--- src/rtl/arb_pkg.sv ---
// Shared types, default parameters and vector helpers for the round-robin arbiter.
package arb_pkg;

  // Arbiter control state: no grant outstanding, or one port holds the grant.
  typedef enum logic {
    ARB_IDLE,
    ARB_BUSY
  } arb_state_e;

  localparam int DEF_NUM_PORTS = 4;
  localparam int DEF_MAX_HOLD  = 4;

  // Widest request vector the helpers below can handle; callers zero-extend
  // their NUM_PORTS-wide vectors into this container.
  localparam int ARB_VEC_W = 64;
  typedef logic [ARB_VEC_W-1:0] arb_vec_t;

  // Rotate the low n bits of v right by amt (0 <= amt < n), so that bit amt
  // lands in bit 0. A fixed LSB-first search on the result then starts at amt.
  function automatic arb_vec_t rot_right(arb_vec_t v, int amt, int n);
    arb_vec_t r;
    int       src;
    r = '0;
    for (int i = 0; i < ARB_VEC_W; i++) begin
      if (i < n) begin
        src = i + amt;
        if (src >= n) src = src - n;
        r[i] = v[src];
      end
    end
    return r;
  endfunction

  // Inverse of rot_right: rotate the low n bits of v left by amt.
  function automatic arb_vec_t rot_left(arb_vec_t v, int amt, int n);
    arb_vec_t r;
    int       dst;
    r = '0;
    for (int i = 0; i < ARB_VEC_W; i++) begin
      if (i < n) begin
        dst = i + amt;
        if (dst >= n) dst = dst - n;
        r[dst] = v[i];
      end
    end
    return r;
  endfunction

  // Bit position of a one-hot vector restricted to its low n bits; 0 if empty.
  function automatic int onehot_to_idx(arb_vec_t v, int n);
    int r;
    r = 0;
    for (int i = 0; i < ARB_VEC_W; i++) begin
      if (i < n && v[i]) r = i;
    end
    return r;
  endfunction

endpackage

--- src/rtl/fixed_prio_arb.sv ---
// Combinational fixed-priority arbiter: picks the lowest-numbered request.
module fixed_prio_arb
  import arb_pkg::*;
#(
  parameter int NUM_PORTS = DEF_NUM_PORTS
) (
  input  logic [NUM_PORTS-1:0] req_i,
  output logic [NUM_PORTS-1:0] gnt_o
);

  // Isolate the lowest set bit: req & -req (two's complement).
  always_comb begin
    gnt_o = req_i & (~req_i + NUM_PORTS'(1));
  end

endmodule

--- src/rtl/rr_arbiter.sv ---
// Round-robin arbiter with registered one-hot grants and an optional hold
// limit that forces rotation when a holder keeps the grant while others wait.
module rr_arbiter
  import arb_pkg::*;
#(
  parameter int NUM_PORTS = DEF_NUM_PORTS,
  parameter int MAX_HOLD  = DEF_MAX_HOLD,
  parameter int IDX_W     = $clog2(NUM_PORTS)
) (
  input  logic                 clk_i,
  input  logic                 rst_ni,
  input  logic [NUM_PORTS-1:0] requests_i,
  input  logic [NUM_PORTS-1:0] mask_i,
  output logic [NUM_PORTS-1:0] grants_o,
  output logic [IDX_W-1:0]     grant_idx_o,
  output logic                 grant_valid_o
);

  // Hold counter counts 1..MAX_HOLD; keep at least one bit when preemption is off.
  localparam int CNT_W = (MAX_HOLD > 0) ? $clog2(MAX_HOLD + 1) : 1;

  arb_state_e           state_q, state_d;
  logic [NUM_PORTS-1:0] grants_q, grants_d;
  logic [IDX_W-1:0]     idx_q, idx_d;
  logic [IDX_W-1:0]     ptr_q, ptr_d;
  logic [CNT_W-1:0]     cnt_q, cnt_d;

  logic [NUM_PORTS-1:0] eligible;
  logic [NUM_PORTS-1:0] search_vec;
  logic [NUM_PORTS-1:0] search_rot;
  logic [NUM_PORTS-1:0] win_rot;
  logic [NUM_PORTS-1:0] win_oh;
  logic [IDX_W-1:0]     win_idx;
  logic [IDX_W-1:0]     win_ptr_next;
  logic                 win_valid;
  logic                 holder_req;
  logic                 hold_expired;

  // Candidate set: unmasked requesters other than the current holder. When
  // idle grants_q is zero, so the same search serves fresh arbitration,
  // re-arbitration after a release, and preemption.
  always_comb begin
    eligible   = requests_i & ~mask_i;
    search_vec = eligible & ~grants_q;
    search_rot = NUM_PORTS'(rot_right(arb_vec_t'(search_vec), int'(ptr_q), NUM_PORTS));
  end

  fixed_prio_arb #(
    .NUM_PORTS (NUM_PORTS)
  ) u_fixed_prio_arb (
    .req_i (search_rot),
    .gnt_o (win_rot)
  );

  // Undo the rotation to get the winner in port order, plus its index and the
  // pointer value that puts the port after it at highest priority.
  always_comb begin
    win_oh       = NUM_PORTS'(rot_left(arb_vec_t'(win_rot), int'(ptr_q), NUM_PORTS));
    win_valid    = |search_vec;
    win_idx      = IDX_W'(onehot_to_idx(arb_vec_t'(win_oh), NUM_PORTS));
    win_ptr_next = (win_idx == IDX_W'(NUM_PORTS - 1)) ? '0 : win_idx + IDX_W'(1);
    holder_req   = |(requests_i & grants_q);
    hold_expired = (MAX_HOLD > 0) && (cnt_q >= CNT_W'(MAX_HOLD));
  end

  // Next-state logic: grant, keep, move or drop the grant.
  always_comb begin
    // NOTE: every output of this block gets a default first, so no path
    // through the case statement can leave a signal unassigned and infer a latch.
    state_d  = state_q;
    grants_d = grants_q;
    idx_d    = idx_q;
    ptr_d    = ptr_q;
    cnt_d    = cnt_q;

    unique case (state_q)
      ARB_IDLE: begin
        if (win_valid) begin
          state_d  = ARB_BUSY;
          grants_d = win_oh;
          idx_d    = win_idx;
          ptr_d    = win_ptr_next;
          cnt_d    = CNT_W'(1);
        end
      end

      ARB_BUSY: begin
        if (!holder_req || (hold_expired && win_valid)) begin
          // Holder released, or held too long while another port waits.
          if (win_valid) begin
            grants_d = win_oh;
            idx_d    = win_idx;
            ptr_d    = win_ptr_next;
            cnt_d    = CNT_W'(1);
          end else begin
            state_d  = ARB_IDLE;
            grants_d = '0;
            idx_d    = '0;
            cnt_d    = '0;
          end
        end else if ((MAX_HOLD > 0) && (cnt_q < CNT_W'(MAX_HOLD))) begin
          cnt_d = cnt_q + CNT_W'(1);
        end
      end

      default: begin
        state_d  = ARB_IDLE;
        grants_d = '0;
        idx_d    = '0;
        cnt_d    = '0;
      end
    endcase
  end

  // State register; reset clears the grant immediately, even mid-grant.
  always_ff @(posedge clk_i or negedge rst_ni) begin
    if (!rst_ni) begin
      state_q  <= ARB_IDLE;
      grants_q <= '0;
      idx_q    <= '0;
      ptr_q    <= '0;
      cnt_q    <= '0;
    end else begin
      // NOTE: non-blocking assignments so every register samples the values
      // from before this edge, independent of statement order.
      state_q  <= state_d;
      grants_q <= grants_d;
      idx_q    <= idx_d;
      ptr_q    <= ptr_d;
      cnt_q    <= cnt_d;
    end
  end

  // Outputs come straight from registers: no combinational input-to-output path.
  always_comb begin
    grants_o      = grants_q;
    grant_idx_o   = idx_q;
    grant_valid_o = (state_q == ARB_BUSY);
  end

endmodule

--- config.mk ---
export PLATFORM = sky130hd
export DESIGN_NAME = rr_arbiter
export DESIGN_NICKNAME = d
export VERILOG_FILES = /design/src/rtl/arb_pkg.sv /design/src/rtl/fixed_prio_arb.sv /design/src/rtl/rr_arbiter.sv
export SDC_FILE = /design/constraint.sdc
export NUM_CORES = 1
export LEC_CHECK = 0
export CAP_MARGIN = 10
export CORE_MARGIN = 5
export CORE_UTILIZATION = 27
export CTS_CLUSTER_SIZE = 16
export DETAILED_ROUTE_END_ITERATION = 10
export PLACE_DENSITY_LB_ADDON = 0.25
export SLEW_MARGIN = 30
export SYNTH_ARGS = -nofsm -noshare
export SYNTH_HDL_FRONTEND = slang
export SYNTH_SLANG_ARGS = --single-unit
export TNS_END_PERCENT = 5
--- constraint.sdc ---
create_clock -name clk_i -period 3 [get_ports clk_i]
set_input_delay 0.3 -clock clk_i [delete_from_list [all_inputs] [get_ports clk_i]]
set_output_delay 0.3 -clock clk_i [all_outputs]
set_load 0.02 [all_outputs]
**Word-level counts from Yosys, hierarchy flattened**

Index checks and enable logic that the tools add are counted.
Widths: inputs -> output; s select.

- Order comparisons: 14
- Bitwise logic cells: 9
- Reductions and logical operators: 11
- Add/sub/neg operators: 10
- Equal/unequal tests: 4
- Mux-type cells: 50

Operator list:

| cell | number |
|---|---|
| $bwmux 64 | 3 |
| $ge 32x1->1 const B | 4 |
| $lt 32x8->1 const B | 4 |
| $mux 32 | 4 |
| $and 64x64->64 | 1 |
| $bmux 1 s6 | 4 |
| $demux 1 s6 | 4 |
| $and 4x4->4 | 4 |
| $mux 1 | 16 |
| $mux 2 | 8 |
| $ge 3x3->1 const B | 4 |
| $mux 4 | 3 |
| $not 4->4 | 3 |
| $sub 3x3->4 const B | 3 |
| $mux 3 | 3 |
| $pmux 2 s2 | 2 |
| $pmux 4 s2 | 1 |
| $reduce_or 4->1 | 2 |
| $add 2x2->3 const A | 2 |
| $pmux 3 s2 | 1 |
| $logic_and 1x1->1 | 5 |
| $add 4x1->4 const B | 1 |
| $reduce_and 2->1 | 2 |
| $sub 2x3->4 const B | 1 |
| other kinds (13) | 13 |

- Bits of input ports: 10
- Flip-flop bits (word level): 12
- Output and inout bits: 7

**Depth between registers and ports, before layout**

Gate-level depths: netlist of run 1.

- Depth after elaboration: 21
- Gate-level depth with buffers: 7
- Depth with buffers taken out: 7

**Modules after synthesis**

From an unflattened synthesis of run 1, not the netlist that was laid out.

- Cell total of the unflattened synthesis: 98
- Area, all modules: 983.4 µm²

Modules (own cells, without submodules):

| module | cells each | instances | area an instance (µm²) | seq. area each (µm²) |
|---|---|---|---|---|
| rr_arbiter | 94 | 1 | 947.2 | 300.3 |
| fixed_prio_arb | 4 | 1 | 36.3 | 0.0 |

**Worst setup path after synthesis of run 1**

OpenSTA, ideal clock, no wires.

- Path kind: reg-to-reg
- From: register ptr_q[0]
- To: register idx_q[0], in the netlist grant_idx_o[0]
- Arrival: 2,733 ps
- Stages on the path, launching flop included: 8
- Path slack: 141 ps
- Data required time: 2,874 ps
- Path buffers: 0
- Path through: dfrtp_1 > inv_1 > ha_1 > mux4_2 > a311o_1 > a221o_1 > and2_4 > a221o_1

- Cells in the longest elaborated chain, start to end: 18

Ends and longest elaborated chain:

| item | RTL line | source |
|---|---|---|
| start: declaration | rr_arbiter.sv:25 | `logic [IDX_W-1:0] ptr_q, ptr_d;` |
| start signal: assignment | rr_arbiter.sv:129 | `ptr_q <= ptr_d;` |
| $add 1x2->3 (tied with other cells) | arb_pkg.sv:26, arb_pkg.sv:41 |  |
| $sub 3x3->4 (tied with other cells) | arb_pkg.sv:27, arb_pkg.sv:42 |  |
| $mux 32 / $bmux 1 s6 (equally long branches) | arb_pkg.sv:27, arb_pkg.sv:42, arb_pkg.sv:28 |  |
| $bmux 1 s6 / $mux 1 (equally long branches) | arb_pkg.sv:28 | `r[i] = v[src];` |
| $mux 1 (not written as such) | arb_pkg.sv:28 |  |
| $mux 1 (not written as such) / $not 4->4 (equally long branches) | arb_pkg.sv:28, fixed_prio_arb.sv:13 |  |
| $not 4->4 / $add 4x1->4 (equally long branches) | fixed_prio_arb.sv:13 | `gnt_o = req_i & (~req_i + NUM_PORTS'(1));` |
| $add 4x1->4 / $and 4x4->4 (equally long branches) | fixed_prio_arb.sv:13 |  |
| $and 4x4->4 / $and 64x64->64 (equally long branches) | - |  |
| $bwmux 64 (2 in a row) | arb_pkg.sv:43 | `r[dst] = v[i];` |
| $bwmux 64 (*) | arb_pkg.sv:43 |  |
| $mux 1 | arb_pkg.sv:54 | `if (i < n && v[i]) r = i;` |
| $mux 2 | arb_pkg.sv:54 |  |
| $mux 2 (*) | arb_pkg.sv:54 |  |
| $mux 2 | rr_arbiter.sv:90 | `if (win_valid) begin` |
| $mux 2 | rr_arbiter.sv:88 | `if (!holder_req \|\| (hold_expired && win_valid)) begin` |
| $pmux 2 s2 (*) | rr_arbiter.sv:76 | `unique case (state_q)` |
| end signal: assignment | rr_arbiter.sv:128 | `idx_q <= idx_d;` |
| end: declaration | rr_arbiter.sv:24 | `logic [IDX_W-1:0] idx_q, idx_d;` |

Every way passes the cells marked *; elsewhere a longest branch is shown, timed or not. The select of a mux whose other input is x is not followed.
A chain may end at the register's enable or synchronous reset.

**Worst setup path in the final report of run 1**

- From: register ptr_q[1]
- To: register idx_q[0], in the netlist grant_idx_o[0]

The elaborated chain is that of the path after synthesis.

==> summary.md, run 1 <==
| Metric | Value |
|---|---|
| Status | `complete, no violations` |
| Initial DRC Count | `27` |
| Initial antenna violation count | `0` |
| Type of destination of the critical path | `register` |
| Hpwl dp | `approximately 2200 µm` |
| P_leak | `about 0.00056 µW` |
| Rows | `22` |
| Yosys cell types | `38` |
| Antenna cells | `0` |
| Max Cap Viol | `0` |
| Placed Instances | `177` |
| Register area share after synthesis | `0.285` |
| Share of cells above drive strength 1 | `0.180` |
| Clock buffer depth | `2` |
| Tmin final | `2.75 ns` |
| WL per Instance | `14.8 µm` |
| PortBufs | `16` |
| CP max FO | `5` |
| Synth Net Count | `126` |
| # IOs | `17` |
| P per Cell Area | `996 nW/µm²` |
| Post-Syn Instances | `between 100 and 150` |
| Setup TNS | `0 ns` |
| RSZ-0062 raised after global routing | `no` |
| CTS buffer count | `3` |
| Commonest non-fill, non-tap cells in the layout | `16 x clkdlybuf4s50_1, 12 x dfrtp_1, 9 x nand2_1, 9 x nand3_1, 9 x ha_1` |
| Max-slew headroom | `0.617` |
| CP Data Required Time | `3.12 ns` |
| WP data arrival | `2.87 ns` |
| Largest net degree at the start of global routing | `13` |
| Hold/Removal Path Class | `primary input to asynchronous set/reset pin` |
| Slew @ Worst Pin | `0.569 ns` |
| Final hold vios | `0` |
| Worst-Skew Late Latency | `0.24 ns` |
| H-tree depth | `1` |
| CTS tree | `done` |
| Post-route ant nets | `0` |
| Asr flop ratio synth | `1.00` |
| Overflow after GRT | `0` |
| Critical path, cell by cell | `inv_1 -> ha_1 -> mux4_2 -> a311o_1 -> a221o_1 -> and2_4 -> a221o_1` |
| CORE AREA | `3720 µm²` |
| EDFF count, synth | `0` |
| First-pass GRT wire length | `between 4000 and 5000 µm` |
| Drt drc | `0` |
| Final Net Count | `around 150` |
| Vias in the first global route | `1,010` |
| Reg clk slew, reported paths | `0.05 ns` |
| All-Layer GR Usage | `0.109` |
| Synth warnings | `0` |
| Via count | `971` |
| # setup viols final | `0` |
| Clock Skews | `0.00110 ns` |
| Cts hold-fix bufs | `0` |
| Die height | `72.5 µm` |
| DR pass1 iterations | `4` |
| Die footprint | `between 5000 and 6000 µm²` |
| Fmax | `364 MHz` |
| Vias per cell | `5.36` |
| Layout Cells excl Fill | `181` |
| Worst setup SP type | `register` |
| GPL Wtd Cong | `0.881` |
| Initial Util | `0.284` |
| Worst path max stage delay | `0.58 ns` |
| Area Growth Syn to Fin | `30.4%` |
| Pins Over Slew Limit | `0` |
| VDD IR max | `279 µV` |
| Main flop type after synthesis | `dfrtp_1` |
| Root buf cell | `clkbuf_8` |
| Resized Gates After CTS | `0` |
| Drt total wl | `2670 µm` |
| Post-CTS setup repair buffer count | `0` |
| Die width | `72.5 µm` |
| Crit share post-route | `0.916` |
| Most common cell on crit path | `a221o_1` |
| Seq cells post-synth | `12` |
| Syn Area/Cell | `roughly 10 µm²` |
| Crit-path slowest cell | `mux4_2` |
| CP Class | `register to register` |
| Clock sinks | `12` |
| Post-Syn Area | `1050 µm²` |
| Most common cell after layout, fill and taps aside | `clkdlybuf4s50_1` |
==> logic make-up (layout without fill, tap and decap cells) <==
family,after synthesis,in the layout,share of synthesized area
buffers and inverters,5,31,0.0178
multiplexers,3,3,0.0641
AO/OA/AOI/OAI,35,35,0.264
adder cells (fa/ha/maj),9,9,0.107
AND/OR/NAND/NOR,43,43,0.262
flip-flops,12,12,0.285
==> flip-flops by register name (all words and copies together) (netlist names) <==
name           count
ptr_q              2
grant_idx_o        2
grants_o           4
cnt_q              3
grant_valid_o      1
==> worst paths after layout <==
path | start | endpoint | slack (ns) | depth (start not counted)
setup / recovery | ptr_q[1] | grant_idx_o[0] | 0.25 | 7
hold / removal | rst_ni | ptr_q[1] | 0.42 | 1
setup reg to reg | ptr_q[1] | grant_idx_o[0] | 0.25 | 7
hold reg to reg | grant_idx_o[1] | grant_idx_o[1] | 0.50 | 2
max in group asynchronous | rst_ni | grants_o[3] | 2.23 | 1
min in group clk_i | grant_idx_o[1] | grant_idx_o[1] | 0.50 | 2
==> metal layers <==
layer  global-route usage  up-vias  share of wire  wire [µm]
li1                     -      483              -          -
met1                0.139      459           0.49       1300
met2                0.186       25           0.46       1220
met3               0.0222        4          0.039        104
met4               0.0328        0          0.017         45
met5                    0        -              0          0
==> cell type report <==
type	instances	area (µm²)
fill	403	2340
timing repair buffer	22	205
tap	48	60.1
inverter	5	18.8
multi-input combinational	90	734
clock buffer	4	55.1
sequential	12	300
==> cell usage after synthesis, drive strengths merged (2+ instances only) <==
master,instances,area share
or3b,4,0.038
inv,5,0.018
a221oi,4,0.033
or3,2,0.012
dfrtp,12,0.29
nor3,2,0.0095
a221o,4,0.039
a22o,2,0.017
o21ai,7,0.033
ha,9,0.11
a21oi,5,0.027
nor2,4,0.014
a31oi,3,0.018
nand2,9,0.032
nor3b,6,0.057
o21a,2,0.014
mux4,3,0.064
nand3,9,0.043
==> power breakdown <==
| part | internal, µW | total [µW] | switching (µW) |
|---|---|---|---|
| Sequential | 228 | 289 | 60.7 |
| Clock | 116 | 175 | 59.0 |
| Combinational | 413 | 905 | 492 |
==> through the flow <==
stage	util	cell area, µm²	setup slack, ns	hold slack [ns]	power [µW]
after global routing	0.370	1370	0.124	0.485	1480
after floorplan	-	1050	0.141	0.00441	909
after CTS	0.370	1370	0.240	0.439	1380
after global placement	0.355	1320	0.181	0.495	1190
final	0.370	1370	0.251	0.418	1370
after detailed placement	0.355	1320	0.153	0.487	1190
==> critical path: cells and delay by family, from the launching register on <==
kind / cells / cell delay, ns
compound gates: 3 / 1.07
mux: 1 / 0.58
fa+ha+maj: 1 / 0.38
flops: 1 / 0.35
simple gates: 1 / 0.15
buf+inv: 1 / 0.09
Power figures use the tool's default switching activity.
==> inputs of run 2 (changes only) <==
CAP_MARGIN = 15   (was 10)
CTS_CLUSTER_SIZE = not set   (was 16)
GPL_TIMING_DRIVEN = 0   (was not set)
==> run 2 against run 1 <==
Effect of this change:
- via count increased by 3.8%
- first-iteration DRC count increased to 2.8 times the previous value
- worst hold slack got worse by 0.0083 ns
- final cell count decreased by 0.55%
- sequential share of layout area increased by 0.10 points
- combinational power decreased by 2%
- fmax decreased by 5.1%
- die area unchanged
- routed wire length decreased by 2.4%
- worst setup slack got worse by 0.15 ns
- non-clock buffer count decreased by 1
- clock skew increased by 0.0025 ns
- critical path type unchanged
- largest cell class unchanged
- largest power group unchanged
==> summary.md, run 2 (synthesis gave the netlist of run 1 again) <==
| Metric | Value |
|---|---|
| Max FFs per register | `4` |
| # IOs | `17` |
| WL per Instance | `14.5 µm` |
| Pins Over Slew Limit | `0` |
| P_int | `765 µW` |
| Share of cells above drive strength 1 | `0.205` |
| # setup viols final | `0` |
| Fmax | `345 MHz` |
| Area Growth Syn to Fin | `30.9%` |
| Reg clk slew, reported paths | `about 0.06 ns` |
| Crit-path slowest cell | `mux4_2` |
| Initial Util | `0.284` |
| Clock buffer depth | `2` |
| Worst path max stage delay | `0.59 ns` |
| CP Class | `register to register` |
| Depth of the worst register-to-register path | `7` |
| Drt drc | `0` |
| RSZ-0062 raised after global routing | `no` |
| Crit share post-route | `0.965` |
| P_sw | `613 µW` |
| Start point of the critical path | `ptr_q[0]` |
| Reg2reg start | `ptr_q[0]` |
| Largest net degree at the start of global routing | `13` |
| Tmin final | `2.90 ns` |
| Commonest non-fill, non-tap cells in the layout | `16 x clkdlybuf4s50_1, 10 x dfrtp_1, 9 x nand2_1, 9 x nand3_1, 9 x ha_1` |
| Hold/Removal Path Class | `primary input to asynchronous set/reset pin` |
| Root buf cell | `clkbuf_8` |
| Most common cell after layout, fill and taps aside | `clkdlybuf4s50_1` |
| Worst-Skew Late Latency | `~0.24 ns` |
| VDD IR max | `roughly 250 µV` |
| Cell family with most CP delay | `compound AO/OA/AOI/OAI gates` |
| All-Layer GR Usage | `0.104` |
| Type of destination of the critical path | `register` |
| Die footprint | `5250 µm²` |
| Power after layout | `approximately 1400 µW` |
| Vias per cell | `5.60` |
| First-pass GRT wire length | `4440 µm` |
| H-tree depth | `1` |
| Initial DRC Count | `76` |
| Post-route ant nets | `0` |
| Reg2reg setup slack | `0.10 ns` |
| Layout Cells excl Fill | `180` |
| CTS buffer count | `3` |
| Clock Skews | `0.00360 ns` |
| PortBufs | `16` |
| CP max FO | `7` |
| Clk network pwr share | `0.128` |
| GPL Wtd Cong | `around 0.80` |
| Seq pwr share | `0.225` |
| Clock sinks | `12` |
| Sum of buffers and inverters on the critical path | `1` |
| Critical path, cell by cell | `clkinvlp_4 -> ha_1 -> mux4_2 -> a311o_1 -> a221o_1 -> and2_4 -> a221o_1` |
| Final hold vios | `0` |
| Worst setup SP type | `register` |
| Final Net Count | `152` |
| CP Data Required Time | `3.12 ns` |
| Initial antenna violation count | `0` |
| DR pass1 iterations | `4` |
| CTS tree | `done` |
| Worst path depth | `7` |
| Max-slew headroom | `0.622` |
| Switching Fraction | `0.445` |
| RR Endpoint | `grant_idx_o[0]` |
| Cts hold-fix bufs | `0` |
| Hpwl dp | `1960 µm` |
| Rows | `22` |
| Antenna cells | `0` |
| Vias in the first global route | `928` |
| Final core occ | `0.371` |
| Die width | `72.5 µm` |
| P_leak | `0.000544 µW` |
| Slew @ Worst Pin | `0.568 ns` |
| Drt total wl | `2610 µm` |
| Max Cap Viol | `0` |
| CP Capture Point | `grant_idx_o[0]` |
| Die height | `72.5 µm` |
| Via count | `1,008` |
| WP data arrival | `3.02 ns` |
| CORE AREA | `3720 µm²` |
| Most common cell on crit path | `a221o_1` |
| Placed Instances | `171` |
| P per Cell Area | `about 1000 nW/µm²` |
| Gate power share | `0.647` |
| Overflow after GRT | `0` |
| Status | `complete, no violations` |
run 2: cell count changes in the layout (fill, tap and decap cells not counted):
cell        previous run  this run
inv_1                  5         4
a221oi_2               0         1
a221oi_1               4         3
dfrtp_2                0         2
dfrtp_1               12        10
buf_4                  6         5
clkinvlp_4             0         1
run 2: power groups by stage:
stage	Combinational, µW	Clock [µW]	Sequential, µW
2_1_floorplan	566	0	343
3_3_place_gp	801	0	331
4_1_cts	822	181	337
6_report	891	176	311
3_5_place_dp	808	0	332
5_1_grt	983	188	322
run 2: how the worst min path moves through the flow:
stage                        start        endpoint  slack [ns]
finish                      rst_ni  grant_idx_o[0]        0.41
global route                rst_ni  grant_idx_o[0]        0.48
CTS                         rst_ni  grant_idx_o[0]        0.44
detailed placement  grant_idx_o[1]  grant_idx_o[1]        0.50
global placement    grant_idx_o[1]  grant_idx_o[1]        0.48
floorplan                   rst_ni        cnt_q[0]       0.004
run 2: per-layer routing:
layer  up-vias  part of all wire  global-route usage
met4         0             0.013              0.0246
met5         -                 0                   0
met2        35              0.44               0.148
met1       487              0.48               0.157
met3         4             0.064              0.0235
li1        482                 -                   -
run 2: layout make-up:
class                      count  area, µm²
multi-input combinational     90        741
fill                         389       2340
clock buffer                   4       55.1
tap                           48       60.1
inverter                       5       22.5
timing repair buffer          21        198
sequential                    12        303
run 2: repair_timing:
action / 4_1_cts / 5_1_grt
setup buffers: 1 / 4
gates resized for setup: 3 / 0
setup endpoints to repair: 5 / 2
endpoints found under the hold margin: 0 / 0
run 2: through the flow:
step,area [µm²],hold WS (ns),TNS [ns],setup slack [ns]
global placement,1270,0.483,-0.451,-0.201
CTS,1340,0.438,0,0.0180
finish,1380,0.410,0,0.104
detailed placement,1270,0.503,-0.538,-0.234
global route,1380,0.476,0,0.0212
floorplan,1050,0.00441,0,0.141
run 2: worst register-to-register path: cells and delay by family (launching register included):
kind,cells,cell delay [ns]
multiplexers,1,0.59
buffers and inverters,1,0.12
flip-flops,1,0.45
AO/OA/AOI/OAI,3,1.09
adder cells (fa/ha/maj),1,0.37
AND/OR/NAND/NOR,1,0.16
